## src/rtl/melody_sequencer.sv

```systemverilog
// Purpose: walks a note ROM and drives half_period/tone_en for a square-wave tone generator.
// Latency: FETCH+LATCH (2 cycles) per entry, then (dur+1)*TICK_DIV cycles of PLAY/GAP per note.
// Backpressure: none; pause freezes note timing, stop aborts to IDLE at the next edge.
module melody_sequencer #(
  parameter int TICK_DIV  = 2_500_000,
  parameter int GAP_TICKS = 1,
  parameter int ADDR_W    = 6,
  parameter int DIV_W     = 18
) (
  input  logic              clk,
  input  logic              rst,
  input  logic              start,
  input  logic              stop,
  input  logic              pause,
  input  logic              loop,
  output logic [ADDR_W-1:0] rom_addr,
  input  logic [7:0]        rom_data,
  output logic [DIV_W-1:0]  half_period,
  output logic              tone_en,
  output logic              note_strobe,
  output logic              busy,
  output logic              done
);

  localparam int TW = (TICK_DIV > 1) ? $clog2(TICK_DIV) : 1;
  localparam logic [TW-1:0]     TICK_LAST = TW'(TICK_DIV - 1);
  localparam logic [4:0]        GAP_R     = 5'(GAP_TICKS);
  localparam logic [ADDR_W-1:0] ADDR_LAST = '1;
  localparam logic [3:0]        NOTE_END  = 4'hF;

  localparam logic [2:0] S_IDLE  = 3'd0;
  localparam logic [2:0] S_FETCH = 3'd1;
  localparam logic [2:0] S_LATCH = 3'd2;
  localparam logic [2:0] S_PLAY  = 3'd3;
  localparam logic [2:0] S_GAP   = 3'd4;

  // One ROM word: pitch code in the high nibble, duration-minus-one in the low nibble.
  typedef struct packed {
    logic [3:0] note;
    logic [3:0] dur;
  } rom_entry_t;

  logic [2:0]    state;
  logic [TW-1:0] tick_cnt;
  logic [4:0]    remain;
  logic          pitched;

  rom_entry_t entry;
  logic       tick_wrap;
  logic [4:0] remain_nx;
  logic [4:0] load_remain;
  logic       entry_pitched;

  // Half-period lookup for C4..C5; every other code is silent.
  function automatic logic [DIV_W-1:0] note_half_period(input logic [3:0] code);
    case (code)
      4'd1:    return DIV_W'(32'd191113);
      4'd2:    return DIV_W'(32'd170262);
      4'd3:    return DIV_W'(32'd151686);
      4'd4:    return DIV_W'(32'd143173);
      4'd5:    return DIV_W'(32'd127551);
      4'd6:    return DIV_W'(32'd113636);
      4'd7:    return DIV_W'(32'd101239);
      4'd8:    return DIV_W'(32'd95556);
      default: return '0;
    endcase
  endfunction

  assign entry         = rom_entry_t'(rom_data);
  assign load_remain   = {1'b0, entry.dur} + 5'd1;
  assign entry_pitched = (entry.note >= 4'd1) && (entry.note <= 4'd8);
  assign tick_wrap     = (tick_cnt == TICK_LAST);
  // Remaining ticks as they will stand after this cycle's count step.
  assign remain_nx     = tick_wrap ? (remain - 5'd1) : remain;
  assign busy          = (state != S_IDLE);

  // Sequencer FSM with note timing; stop overrides everything except reset.
  always_ff @(posedge clk) begin
    if (rst) begin
      state       <= S_IDLE;
      rom_addr    <= '0;
      half_period <= '0;
      tone_en     <= 1'b0;
      note_strobe <= 1'b0;
      done        <= 1'b0;
      tick_cnt    <= '0;
      remain      <= '0;
      pitched     <= 1'b0;
    end else begin
      note_strobe <= 1'b0;
      done        <= 1'b0;
      if (stop) begin
        state       <= S_IDLE;
        rom_addr    <= '0;
        half_period <= '0;
        tone_en     <= 1'b0;
        tick_cnt    <= '0;
        remain      <= '0;
        pitched     <= 1'b0;
      end else begin
        case (state)
          S_IDLE: begin
            if (start) begin
              rom_addr <= '0;
              state    <= S_FETCH;
            end
          end
          S_FETCH: begin
            state <= S_LATCH;
          end
          S_LATCH: begin
            if (entry.note == NOTE_END) begin
              // An END at address 0 would loop forever on an empty song, so it always terminates.
              if (loop && (rom_addr != '0)) begin
                rom_addr <= '0;
                state    <= S_FETCH;
              end else begin
                done  <= 1'b1;
                state <= S_IDLE;
              end
            end else begin
              remain      <= load_remain;
              tick_cnt    <= '0;
              half_period <= note_half_period(entry.note);
              pitched     <= entry_pitched;
              tone_en     <= entry_pitched && (load_remain > GAP_R);
              note_strobe <= 1'b1;
              state       <= S_PLAY;
            end
          end
          S_PLAY, S_GAP: begin
            if (pause) begin
              tone_en <= 1'b0;
            end else begin
              tick_cnt <= tick_wrap ? '0 : (tick_cnt + TW'(1));
              remain   <= remain_nx;
              if (remain_nx == 5'd0) begin
                half_period <= '0;
                tone_en     <= 1'b0;
                rom_addr    <= rom_addr + ADDR_W'(1);
                // Running off the last address ends the song unless looping; the increment wraps to 0 either way.
                if ((rom_addr == ADDR_LAST) && !loop) begin
                  done  <= 1'b1;
                  state <= S_IDLE;
                end else begin
                  state <= S_FETCH;
                end
              end else begin
                // Tone is only audible in PLAY and ahead of the articulation gap.
                tone_en <= (state == S_PLAY) && pitched && (remain_nx > GAP_R);
                if (remain_nx <= GAP_R) begin
                  state <= S_GAP;
                end
              end
            end
          end
          default: begin
            state <= S_IDLE;
          end
        endcase
      end
    end
  end

endmodule

```

## config.mk

```make
export PLATFORM = sky130hd
export DESIGN_NAME = melody_sequencer
export DESIGN_NICKNAME = d
export VERILOG_FILES = /design/src/rtl/melody_sequencer.sv
export SDC_FILE = /design/constraint.sdc
export NUM_CORES = 1
export LEC_CHECK = 0
export CORE_UTILIZATION = 40
export DETAILED_ROUTE_END_ITERATION = 8
export DONT_BUFFER_PORTS = 1
export HOLD_SLACK_MARGIN = 0.03
export PLACE_DENSITY = 0.63
export SKIP_LAST_GASP = 1
export SLEW_MARGIN = 10
export SYNTH_ARGS = -nofsm -noshare
export SYNTH_HDL_FRONTEND = slang
export SYNTH_SLANG_ARGS = --single-unit
```

## constraint.sdc

```tcl
create_clock -name clk -period 7.79 [get_ports clk]
set_clock_uncertainty 0.15 [all_clocks]
set_input_delay 0.3895 -clock clk [delete_from_list [all_inputs] [get_ports clk]]
set_output_delay 0.3895 -clock clk [all_outputs]
set_load 0.05 [all_outputs]
```

==> out/summary.txt, run 1 <==
Status: complete, no violations
Peak supply drop: 0.09916 mV
Io pins: 42
RSZ-0062 raised after global routing: no
Antenna diodes: 0
Full die area: 8475 µm²
Largest net degree at the start of global routing: 30
Hold-fix buffers, CTS: 0
Total wire length: 7637 µm
Worst Tran Pin Value: 946.6 ps
Dominant cell type by area after synthesis: dfxtp_1
Critical Path End Type: flip-flop
Sequential power share: 46.4%
Crit-path max FO: 10
Synth warn: 0
Tmin final: 3230 ps
Sum of negative setup slack: 0 ps
Post-synth top area share: 35.79%
Clock power frac: 46.9%
TritonRoute pass-1 iters: 4
Vias in the first global route: 2711
Ys flop type: dfxtp_1
Synth Instances: 403
DR vias: 2935
Leakage: 1.162 nW
Top cells by count, synth: dfxtp_1, nand2_1, nor2_1
Critical Path Max Stage Delay: 580 ps
Die Wd: 92.06 µm
Share of cells above drive strength 1: 8.500%
Crit path max-delay family: simple AND/OR/NAND/NOR gates
Post-route cell area: 3510 µm²
Clock sinks: 58
Post-DP HPWL: 5358 µm
Post-CTS setup buffers: 0
Clk Latency, worst-skew pair: 330 ps
Die Ht: 92.06 µm
Tcrit/Tclk final: 41.46%
Hold Vio Cnt, Final: 0
Via density: 5.847
Unique cell type count in the Yosys netlist: 59
Power share of the combinational group: 6.8%
Buf+Inv Stages, Crit Path: 0
First-pass GRT wire length: 12960 µm
Power per cell area: 186.3 nW/µm²
Critical path data required time: 7900 ps
Crit path launch type: flip-flop
Port Buf Inserts: 0
FILL cells: 781
Slowest-stage cell, CP: or4_4
GP Congestion: 0.7819
Mapped Area: 3244 µm²
P&R area growth vs syn: 8.176%
Critical-path cell list: ha_1 -> nand4_2 -> or4_4 -> nor2_4 -> xnor2_1 -> nand3_1 -> or4_1 -> a21oi_1
DR WL/cell: 15.21 µm
Initial core utilization: 41.77%
Residual DRC: 0
Net Sw Frac: 23.69%
Dpl cell area: 3292 µm²
Fin nets: 419
CP Class: flip-flop to flip-flop
Core Region: 7767 µm²
Net Switching: 0.1549 mW
EDFF count, synth: 0
Final Max Slew Viols: 0
Place WS: 4580 ps
Clk pin slew, worst setup/hold paths: 70 ps
Setup ws final: 4560 ps
Max-Cap Viols: 0
Hold Path Class: primary input to flip-flop
Post-Syn Area per Cell: 8.051 µm²
Post-Synthesis Net Count: 427
Num rows: 32
GRT Total Usage: 19.07%
Clock root buffer: clkbuf_8
Initial drt markers: 213
CTS tree: yes
Synth area leaders: dfxtp_1, nand2_1, nor2_1
Setup violations, final: 0
Final antenna-violating net count: 0
Post-CTS Resized: 0
Yosys reg bits: 58
Post-synthesis async set-or-reset flop share: 0%
Top-count cell post-synth: dfxtp_1
Critical Path AT: 3340 ps
CTS H-tree depth: 3
Final core occ: 45.18%
Gr ovfl total: 0
Rel. slew slack: 36.41%
Min Hold Slack: 80.38 ps
Seq/Total Area, Yosys: 35.79%
Initial antenna violation count: 0
Max Fclk: 309.6 MHz
P_int: 0.4990 mW
Clk buf depth: 2
Num CTS Buffers: 9
==> cells by family after synthesis <==
| kind of cell | synth area share [%] |
|---|---|
| and+or+nand+nor | 29.19 |
| AOI/OAI and AO/OA | 22.25 |
| DFF | 35.79 |
| buffers and inverters | 4.512 |
| xor gates and xnor gates | 4.049 |
| adders and majority gates | 3.857 |
| muxes | 0.3471 |
==> area by class of cell <==
class	count	area (µm²)	share of cell area, %
Inverter	15	56.30	1.604
Tap cell	102	127.6	3.636
Clock inverter	6	80.08	2.282
Multi-Input combinational cell	310	1939	55.26
Timing Repair Buffer	1	7.507	0.2139
Sequential cell	58	1161	33.08
Clock buffer	10	137.6	3.922
==> state kept, by name, summed over array words and instances (netlist names) <==
name	flops
rom_addr	6
tone_en	1
remain	5
state	3
half_period	18
note_strobe	1
done	1
pitched	1
tick_cnt	22
==> routing by layer <==
layer  vias to the layer above  wire, µm  share of wire (%)  track usage (%)
li1                       1479         -                  -                -
met1                      1379      3565                 47            25.57
met2                        71      3430                 45            28.54
met3                         6       549                7.2            6.385
met4                         0        91                1.2            6.380
met5                         -         0                  0                0
==> final timing paths <==
check	startpoint	endpoint	slack, ps	cells after the start
max reg2reg	tick_cnt[0]$_SDFFE_PP0P_	done$_SDFF_PP0_	4560	8
min reg2reg	pitched$_SDFFE_PP0P_	pitched$_SDFFE_PP0P_	310	2
min	pause	state[2]$_SDFFE_PP0P_	80	2
max	tick_cnt[0]$_SDFFE_PP0P_	done$_SDFF_PP0_	4560	8
==> metrics by stage <==
stage | total power, mW | instances
floorplan | 0.3484 | 403
global placement | 0.3532 | 486
detailed placement | 0.3537 | 486
CTS | 0.6634 | 502
global route | 0.6810 | 502
finish | 0.6539 | 502
==> power by group through the flow <==
stage | Combinational, mW | Sequential, mW | Clock, mW
after floorplan | 0.0394 | 0.309 | 0
after global placement | 0.0435 | 0.310 | 0
after detailed placement | 0.0439 | 0.310 | 0
after CTS | 0.0441 | 0.303 | 0.316
after global routing | 0.0497 | 0.303 | 0.328
final | 0.0442 | 0.303 | 0.307
==> cell usage in the layout (no fill, tap or decap), types with 3 or more instances in the layout <==
| cell | count |
|---|---|
| and3_1 | 3 |
| nor2_1 | 40 |
| xnor2_1 | 5 |
| a21oi_1 | 25 |
| clkbuf_8 | 10 |
| or3_1 | 4 |
| ha_1 | 10 |
| clkinv_2 | 4 |
| o31ai_1 | 5 |
| a211oi_1 | 3 |
| a21o_1 | 3 |
| or4_1 | 6 |
| dfxtp_1 | 58 |
| nand2_1 | 42 |
| o211ai_1 | 4 |
| nand3_1 | 22 |
| nor3_1 | 12 |
| a31oi_1 | 9 |
| nor4_1 | 4 |
| xor2_1 | 10 |
| a32o_1 | 7 |
| nand4_1 | 15 |
| a311oi_1 | 5 |
| o21ai_0 | 24 |
| nor2b_1 | 3 |
| nand2b_1 | 8 |
| inv_1 | 15 |
| o21ai_1 | 4 |
No activity file was read; power rests on OpenSTA's default activity.
==> run 2: changes to the inputs <==
--- a/config.mk
+++ b/config.mk
@@ -5,6 +5,7 @@
 export SDC_FILE = /design/constraint.sdc
 export NUM_CORES = 1
 export LEC_CHECK = 0
+export ABC_AREA = 1
 export CORE_UTILIZATION = 40
 export DETAILED_ROUTE_END_ITERATION = 8
 export DONT_BUFFER_PORTS = 1
==> constraint.sdc (replaced) <==
create_clock -name clk -period 3.1 [get_ports clk]
set_clock_uncertainty 0.15 [all_clocks]
set_input_delay 0.155 -clock clk [delete_from_list [all_inputs] [get_ports clk]]
set_output_delay 0.155 -clock clk [all_outputs]
set_load 0.05 [all_outputs]
==> run 2 against run 1 <==
Effect of this change: die area increased by 10%; utilization increased by 1.0 points; fmax increased by 20%; sequential share of layout area decreased by 4.3 points; area after synthesis increased by 11%; cell area increased by 15%; register-to-register slack got worse by 4200 ps; via count increased by 25%; final cell count increased by 36%; non-clock buffer count increased by 22; combinational power increased to 5.1 times the previous value; highest routed layer unchanged.
==> out/summary.txt, run 2 <==
Port Buf Inserts: 0 (unchanged)
Die Wd: 96.77 µm (+5.1%)
Leakage: 1.510 nW (+30%)
Synth warn: 0 (unchanged)
Post-synth top area share: 32.32% (-3.5 points)
Power per cell area: 423.8 nW/µm² (+130%)
Clock root buffer: clkbuf_8
Gr ovfl total: 0 (unchanged)
Seq/Total Area, Yosys: 32.32% (-3.5 points)
Tmin final: 2702 ps (-527.9 ps)
Crit-path max FO: 21 (+11)
Crit path max-delay family: buffers and inverters
Placed insts: 654 (+35%)
Post-Syn Area per Cell: 6.484 µm² (-19%)
DR WL/cell: 13.98 µm (-8.1%)
Dpl cell area: 3696 µm² (+12%)
Largest register FFs: 22 (unchanged)
Clock sinks: 58 (unchanged)
Clk pin slew, worst setup/hold paths: 80 ps (about the same)
Ys flop type: dfxtp_1
CTS H-tree depth: 3 (unchanged)
Initial core utilization: 41.19% (-0.58 points)
Buf+Inv Stages, Crit Path: 5 (+5)
Final antenna-violating net count: 0 (unchanged)
Slowest-stage cell, CP: dlygate4sd3_1
Most frequent cells in the layout: nand2_1, nor2_1, dfxtp_1
Crit path launch type: flip-flop
Unique cell type count in the Yosys netlist: 38 (-36%)
Place WS: 391.7 ps (-4188 ps)
Top-count cell post-synth: nand2_1
Final cell count without fillers: 685 (+36%)
Clk Latency, worst-skew pair: 340 ps (about the same)
Peak supply drop: 0.2391 mV (+140%)
Residual DRC: 0 (unchanged)
Post-DP HPWL: 6955 µm (+30%)
Core Region: 8721 µm² (+12%)
Antenna diodes: 0 (unchanged)
Synth area leaders: dfxtp_1, nand2_1, nor2_1
Full die area: 9363 µm² (+10%)
Initial antenna violation count: 0 (unchanged)
Largest net degree at the start of global routing: 34 (+13%)
Mapped Area: 3592 µm² (+11%)
Share of cells above drive strength 1: 11.79% (+3.3 points)
DR vias: 3665 (+25%)
Sum of negative setup slack: 0 ps (unchanged)
Max-Cap Viols: 0 (unchanged)
Critical-path cell list: inv_2 -> nand2_1 -> o21ai_4 -> inv_2 -> nand2_2 -> nand2_2 -> inv_2 -> nand2_1 -> inv_1 -> nand3_1 -> dlygate4sd3_1 -> a21oi_1
Post-Synthesis Net Count: 578 (+35%)
Critical path data required time: 3210 ps (-4690 ps)
Critical Path AT: 2820 ps (-520 ps)
Dominant cell type by area after synthesis: dfxtp_1
Status: complete, no violations
Setup ws final: 398.2 ps (-4162 ps)
EDFF count, synth: 0 (unchanged)
P&R area growth vs syn: 12.23%
Flop2flop setup slack: 400 ps (-4160 ps)
RSZ-0062 raised after global routing: no
Fin nets: 596 (+42%)
Top cells by count, synth: nand2_1, nor2_1, dfxtp_1
Reg2reg end: half_period[5]$_SDFFE_PP0P_
Worst Tran Pin Value: 1021 ps (+74.75 ps)
Critical path depth: 12 (+4)
Commonest non-fill, non-tap cell in the layout: nand2_1
Rel. slew slack: 31.84% (-4.6 points)
Multi-input gate area: 2092 µm² (+7.9%)
First-pass GRT wire length: 16520 µm (+27%)
GP Congestion: 0.9222 (+18%)
Reg-to-reg startpoint: state[1]$_SDFFE_PP0P_
Max Fclk: 370.1 MHz (+20%)
Via density: 5.350 (-8.5%)
Setup violations, final: 0 (unchanged)
Vias in the first global route: 3590 (+32%)
CTS tree: yes
Biggest register: tick_cnt
R2R cell count: 12 (+4)
Post-CTS Resized: 0 (unchanged)
Num CTS Buffers: 9 (unchanged)
Initial drt markers: 151 (-29%)
Clk buf depth: 2 (unchanged)
Cell mode on critical path: inv_2
Critical Path End Type: flip-flop
Die Ht: 96.77 µm (+5.1%)
Io pins: 42 (unchanged)
Num rows: 34 (+6.3%)
Critical Path Max Stage Delay: 570 ps (about the same)
FILL cells: 908 (+16%)
TritonRoute pass-1 iters: 5 (+1)
Synth Instances: 554 (+37%)
Tcrit/Tclk final: 87.16% (+46 points)
Hold Vio Cnt, Final: 0 (unchanged)
Yosys reg bits: 58 (unchanged)
Largest regs: tick_cnt (22), half_period (18), rom_addr (6)
Worst setup path start: state[1]$_SDFFE_PP0P_
Final Max Slew Viols: 0 (unchanged)
Total wire length: 9575 µm (+25%)
Post-synthesis async set-or-reset flop share: 0% (unchanged)
End of the critical path: half_period[5]$_SDFFE_PP0P_
Register area: 1161 µm² (unchanged)
GRT Total Usage: 21.33% (+2.3 points)
Hold Path Class: primary input to flip-flop
CP Class: flip-flop to flip-flop
Post-route cell area: 4031 µm² (+15%)
==> run 2: changes by cell type after synthesis, moves of 9 or more <==
cell | before | now
a21oi_1 | 25 | 52
inv_2 | 0 | 12
nand2_2 | 0 | 11
nand3_1 | 22 | 51
nand2_1 | 42 | 122
inv_1 | 15 | 53
nor2_1 | 41 | 73
clkbuf_1 | 16 | 7
==> run 2: metal layers <==
metal,GRT usage [%],share of wire [%]
met1,26.49,44
met2,35.37,48
met3,6.069,6.3
met4,7.118,2.3
met5,0,0
==> run 2: layout make-up <==
class,instances,area share [%]
Tap cell,108,3.352
Inverter,66,6.145
Sequential cell,58,28.80
Multi-Input combinational cell,414,51.89
Timing Repair Buffer,23,4.966
Clock inverter,6,1.676
Clock buffer,10,3.166
==> run 2: worst min path at each step <==
| stage | from | slack, ps | depth (start not counted) | to |
|---|---|---|---|---|
| after global routing | rom_data[5] | 60 | 3 | half_period[4]$_SDFFE_PP0P_ |
| after global placement | rom_data[6] | 190 | 2 | half_period[5]$_SDFFE_PP0P_ |
| after floorplan | rst | 200 | 3 | remain[4]$_SDFFE_PP0P_ |
| after detailed placement | rom_data[6] | 190 | 2 | half_period[5]$_SDFFE_PP0P_ |
| final | rom_data[7] | 50 | 4 | half_period[2]$_SDFFE_PP0P_ |
| after CTS | rom_data[4] | 50 | 4 | half_period[1]$_SDFFE_PP0P_ |
==> run 2: per-stage QoR <==
step	utilization [%]	hold WS, ps	power [mW]
floorplan	-	197.2	0.9666
global placement	42.38	192.9	1.000
detailed placement	42.38	186.6	1.003
CTS	45.88	51.07	1.719
global route	46.23	55.96	1.787
finish	46.23	54.38	1.709
==> run 2: worst register-to-register path, stage by stage, from the launching register on <==
cell and delay [ps]:
dfxtp_1 360, inv_2 110, nand2_1 90, o21ai_4 270, inv_2 160, nand2_2 110, nand2_2 60, inv_2 280
nand2_1 130, inv_1 130, nand3_1 70, dlygate4sd3_1 570, a21oi_1 130
==> run 2: timing repair <==
item | in CTS | in global routing
setup endpoints to repair | 0 | 2
hold endpoints to repair | 30 | 0
buffers inserted | 0 | 4
hold buffers | 11 | 0
==> run 2: kinds of logic after synthesis <==
logic type / Yosys count / synth area share (%)
xor gates and xnor gates: 8 / 1.951
and+or+nand+nor: 302 / 38.24
buffers and inverters: 82 / 9.439
DFF: 58 / 32.32
AOI/OAI and AO/OA: 94 / 14.56
adders and majority gates: 10 / 3.483
==> run 2: report_power, final <==
| part | switching [mW] | leakage (nW) | internal (mW) |
|---|---|---|---|
| registers | 0.0246 | 0.468 | 0.756 |
| clock network | 0.332 | 0.0925 | 0.373 |
| logic | 0.151 | 0.950 | 0.0726 |
==> run 3: changes to the inputs <==
--- a/config.mk
+++ b/config.mk
@@ -7,10 +7,12 @@
 export LEC_CHECK = 0
 export ABC_AREA = 1
 export CORE_UTILIZATION = 40
+export CTS_BUF_LIST = sky130_fd_sc_hd__clkbuf_2
 export DETAILED_ROUTE_END_ITERATION = 8
 export DONT_BUFFER_PORTS = 1
 export HOLD_SLACK_MARGIN = 0.03
 export PLACE_DENSITY = 0.63
+export REMOVE_ABC_BUFFERS = 1
 export SKIP_LAST_GASP = 1
 export SLEW_MARGIN = 10
 export SYNTH_ARGS = -nofsm -noshare
==> run 3 against run 2 <==
Effect of this change: sequential power hardly changed; combinational power increased by 6%; global-route usage decreased by 0.67 points; via count is 2.3% lower; die area is the same; count of clock-buffer cells in the layout did not move; clock power shrank 20%; critical path type unchanged; largest power group unchanged.
==> out/summary.txt, run 3 (same netlist as run 2, synthesis figures left out) <==
Status: complete, no violations
Initial drt markers: 155 (+2.6%)
Die Ht: 96.77 µm (unchanged)
Tmin final: 2889 ps (+187.2 ps)
Clk buf depth: 2 (unchanged)
Min Hold Slack: 120.7 ps (+66.28 ps)
Dpl cell area: 3704 µm² (+0.20%)
Multi-input gate area: 2106 µm² (+0.66%)
Leakage: 1.521 nW (+0.70%)
CP Class: flip-flop to flip-flop
Placed insts: 655 (+0.15%)
Port Buf Inserts: 0 (unchanged)
GP Congestion: 0.8971 (-2.7%)
Total wire length: 9180 µm (-4.1%)
Initial core utilization: 41.19% (unchanged)
Commonest non-fill, non-tap cell in the layout: nand2_1
Clock sinks: 58 (unchanged)
Core Region: 8721 µm² (unchanged)
Power per cell area: 389.1 nW/µm² (-8.2%)
Biggest register: tick_cnt
Register area: 1162 µm² (+0.11%)
Hold Path Class: primary input to flip-flop
Worst Tran Pin Value: 1097 ps (+75.42 ps)
Share of cells above drive strength 1: 11.62% (-0.16 points)
Io pins: 42 (unchanged)
Final cell count without fillers: 693 (+1.2%)
Most frequent cells in the layout: nand2_1, nor2_1, dfxtp_1
Largest register FFs: 22 (unchanged)
Via density: 5.167 (-3.4%)
Post-route cell area: 4065 µm² (+0.84%)
Largest regs: tick_cnt (22), half_period (18), rom_addr (6)
TritonRoute pass-1 iters: 5 (unchanged)
FILL cells: 906 (-0.22%)
Max-Cap Viols: 0 (unchanged)
Initial antenna violation count: 0 (unchanged)
DR WL/cell: 13.25 µm (-5.2%)
Clock root buffer: clkbuf_2
Vias in the first global route: 3492 (-2.7%)
Setup violations, final: 0 (unchanged)
Critical path data required time: 3370 ps (+160 ps)
CTS tree: yes
Clk Latency, worst-skew pair: 500 ps (+160 ps)
Critical Path AT: 3160 ps (+340 ps)
Full die area: 9363 µm² (unchanged)
Tcrit/Tclk final: 93.19% (+6.0 points)
Max Fclk: 346.1 MHz (-6.5%)
Hold Vio Cnt, Final: 0 (unchanged)
First-pass GRT wire length: 15750 µm (-4.6%)
Crit-path max FO: 17 (-19%)
Flop2flop setup slack: 210 ps (-190 ps)
Num CTS Buffers: 9 (unchanged)
Clk pin slew, worst setup/hold paths: 170 ps (+90 ps)
Final antenna-violating net count: 0 (unchanged)
Die Wd: 96.77 µm (unchanged)
Critical Path End Type: flip-flop
Antenna diodes: 0 (unchanged)
Fin nets: 604 (+1.3%)
Peak supply drop: 0.1977 mV (-17%)
Final Max Slew Viols: 0 (unchanged)
CTS H-tree depth: 3 (unchanged)
P&R area growth vs syn: 13.17%
Post-DP HPWL: 6652 µm (-4.4%)
Gr ovfl total: 0 (unchanged)
Residual DRC: 0 (unchanged)
Largest net degree at the start of global routing: 34 (unchanged)
Rel. slew slack: 26.80% (-5.0 points)
Crit path launch type: flip-flop
DR vias: 3581 (-2.3%)
GRT Total Usage: 20.65% (-0.67 points)
Num rows: 34 (unchanged)
run 3: through the flow:
| stage | total power, mW | TNS (ps) | setup slack (ps) | util (%) |
|---|---|---|---|---|
| after global routing | 1.663 | -2.027 | -2.027 | 46.61 |
| after CTS | 1.592 | 0 | 96.50 | 46.27 |
| after detailed placement | 1.005 | 0 | 587.0 | 42.47 |
| after floorplan | 0.9558 | 0 | 726.7 | - |
| after global placement | 1.003 | 0 | 659.8 | 42.47 |
| final | 1.582 | 0 | 211.0 | 46.61 |
run 3: path summary, 6_finish.rpt:
path                                          startpoint                           to  cells past startpoint
worst max-delay path               state[2]$_SDFFE_PP0P_  half_period[5]$_SDFFE_PP0P_                     13
worst min-delay path                         rom_data[1]       remain[4]$_SDFFE_PP0P_                      5
worst max register to register     state[2]$_SDFFE_PP0P_  half_period[5]$_SDFFE_PP0P_                     13
worst min register to register  tick_cnt[0]$_SDFFE_PP0P_     tick_cnt[0]$_SDFFE_PP0P_                      1
run 3: worst max-delay path: stages, from the launching register on:
cell and delay [ps]:
dfxtp_1 440, inv_2 90, nand3_1 150, o21ai_4 90, buf_4 220, nand2_2 120, nand2_2 160, inv_2 130
buf_4 240, nand2_1 100, inv_1 120, nand3_1 90, dlygate4sd3_1 580, a21oi_1 140
run 3: metal layers:
metal	GRT usage, %	share of wire (%)	routed length [µm]
met5	0	0	0
met3	4.552	5.8	531
met2	34.78	47	4304
met4	8.726	2.0	186
met1	25.35	45	4157
run 3: repair_timing:
item	CTS	global route
setup endpoints to repair	0	1
hold buffers	20	0
resized for setup	0	3
hold endpoints to repair	42	0
setup buffers	0	2
run 3: layout make-up:
cell class,instances,share of cell area [%]
Sequential cell,58,28.59
Clock inverter,6,2.001
Timing Repair Buffer,31,6.956
Inverter,66,6.094
Clock buffer,10,1.231
Multi-Input combinational cell,414,51.80
Tap cell,108,3.324
run 3: power by group:
group / total [mW] / switching [mW] / leakage (nW) / internal, mW
clock: 0.562 / 0.297 / 0.0793 / 0.265
sequential: 0.783 / 0.0254 / 0.468 / 0.757
combinational: 0.237 / 0.157 / 0.973 / 0.0802
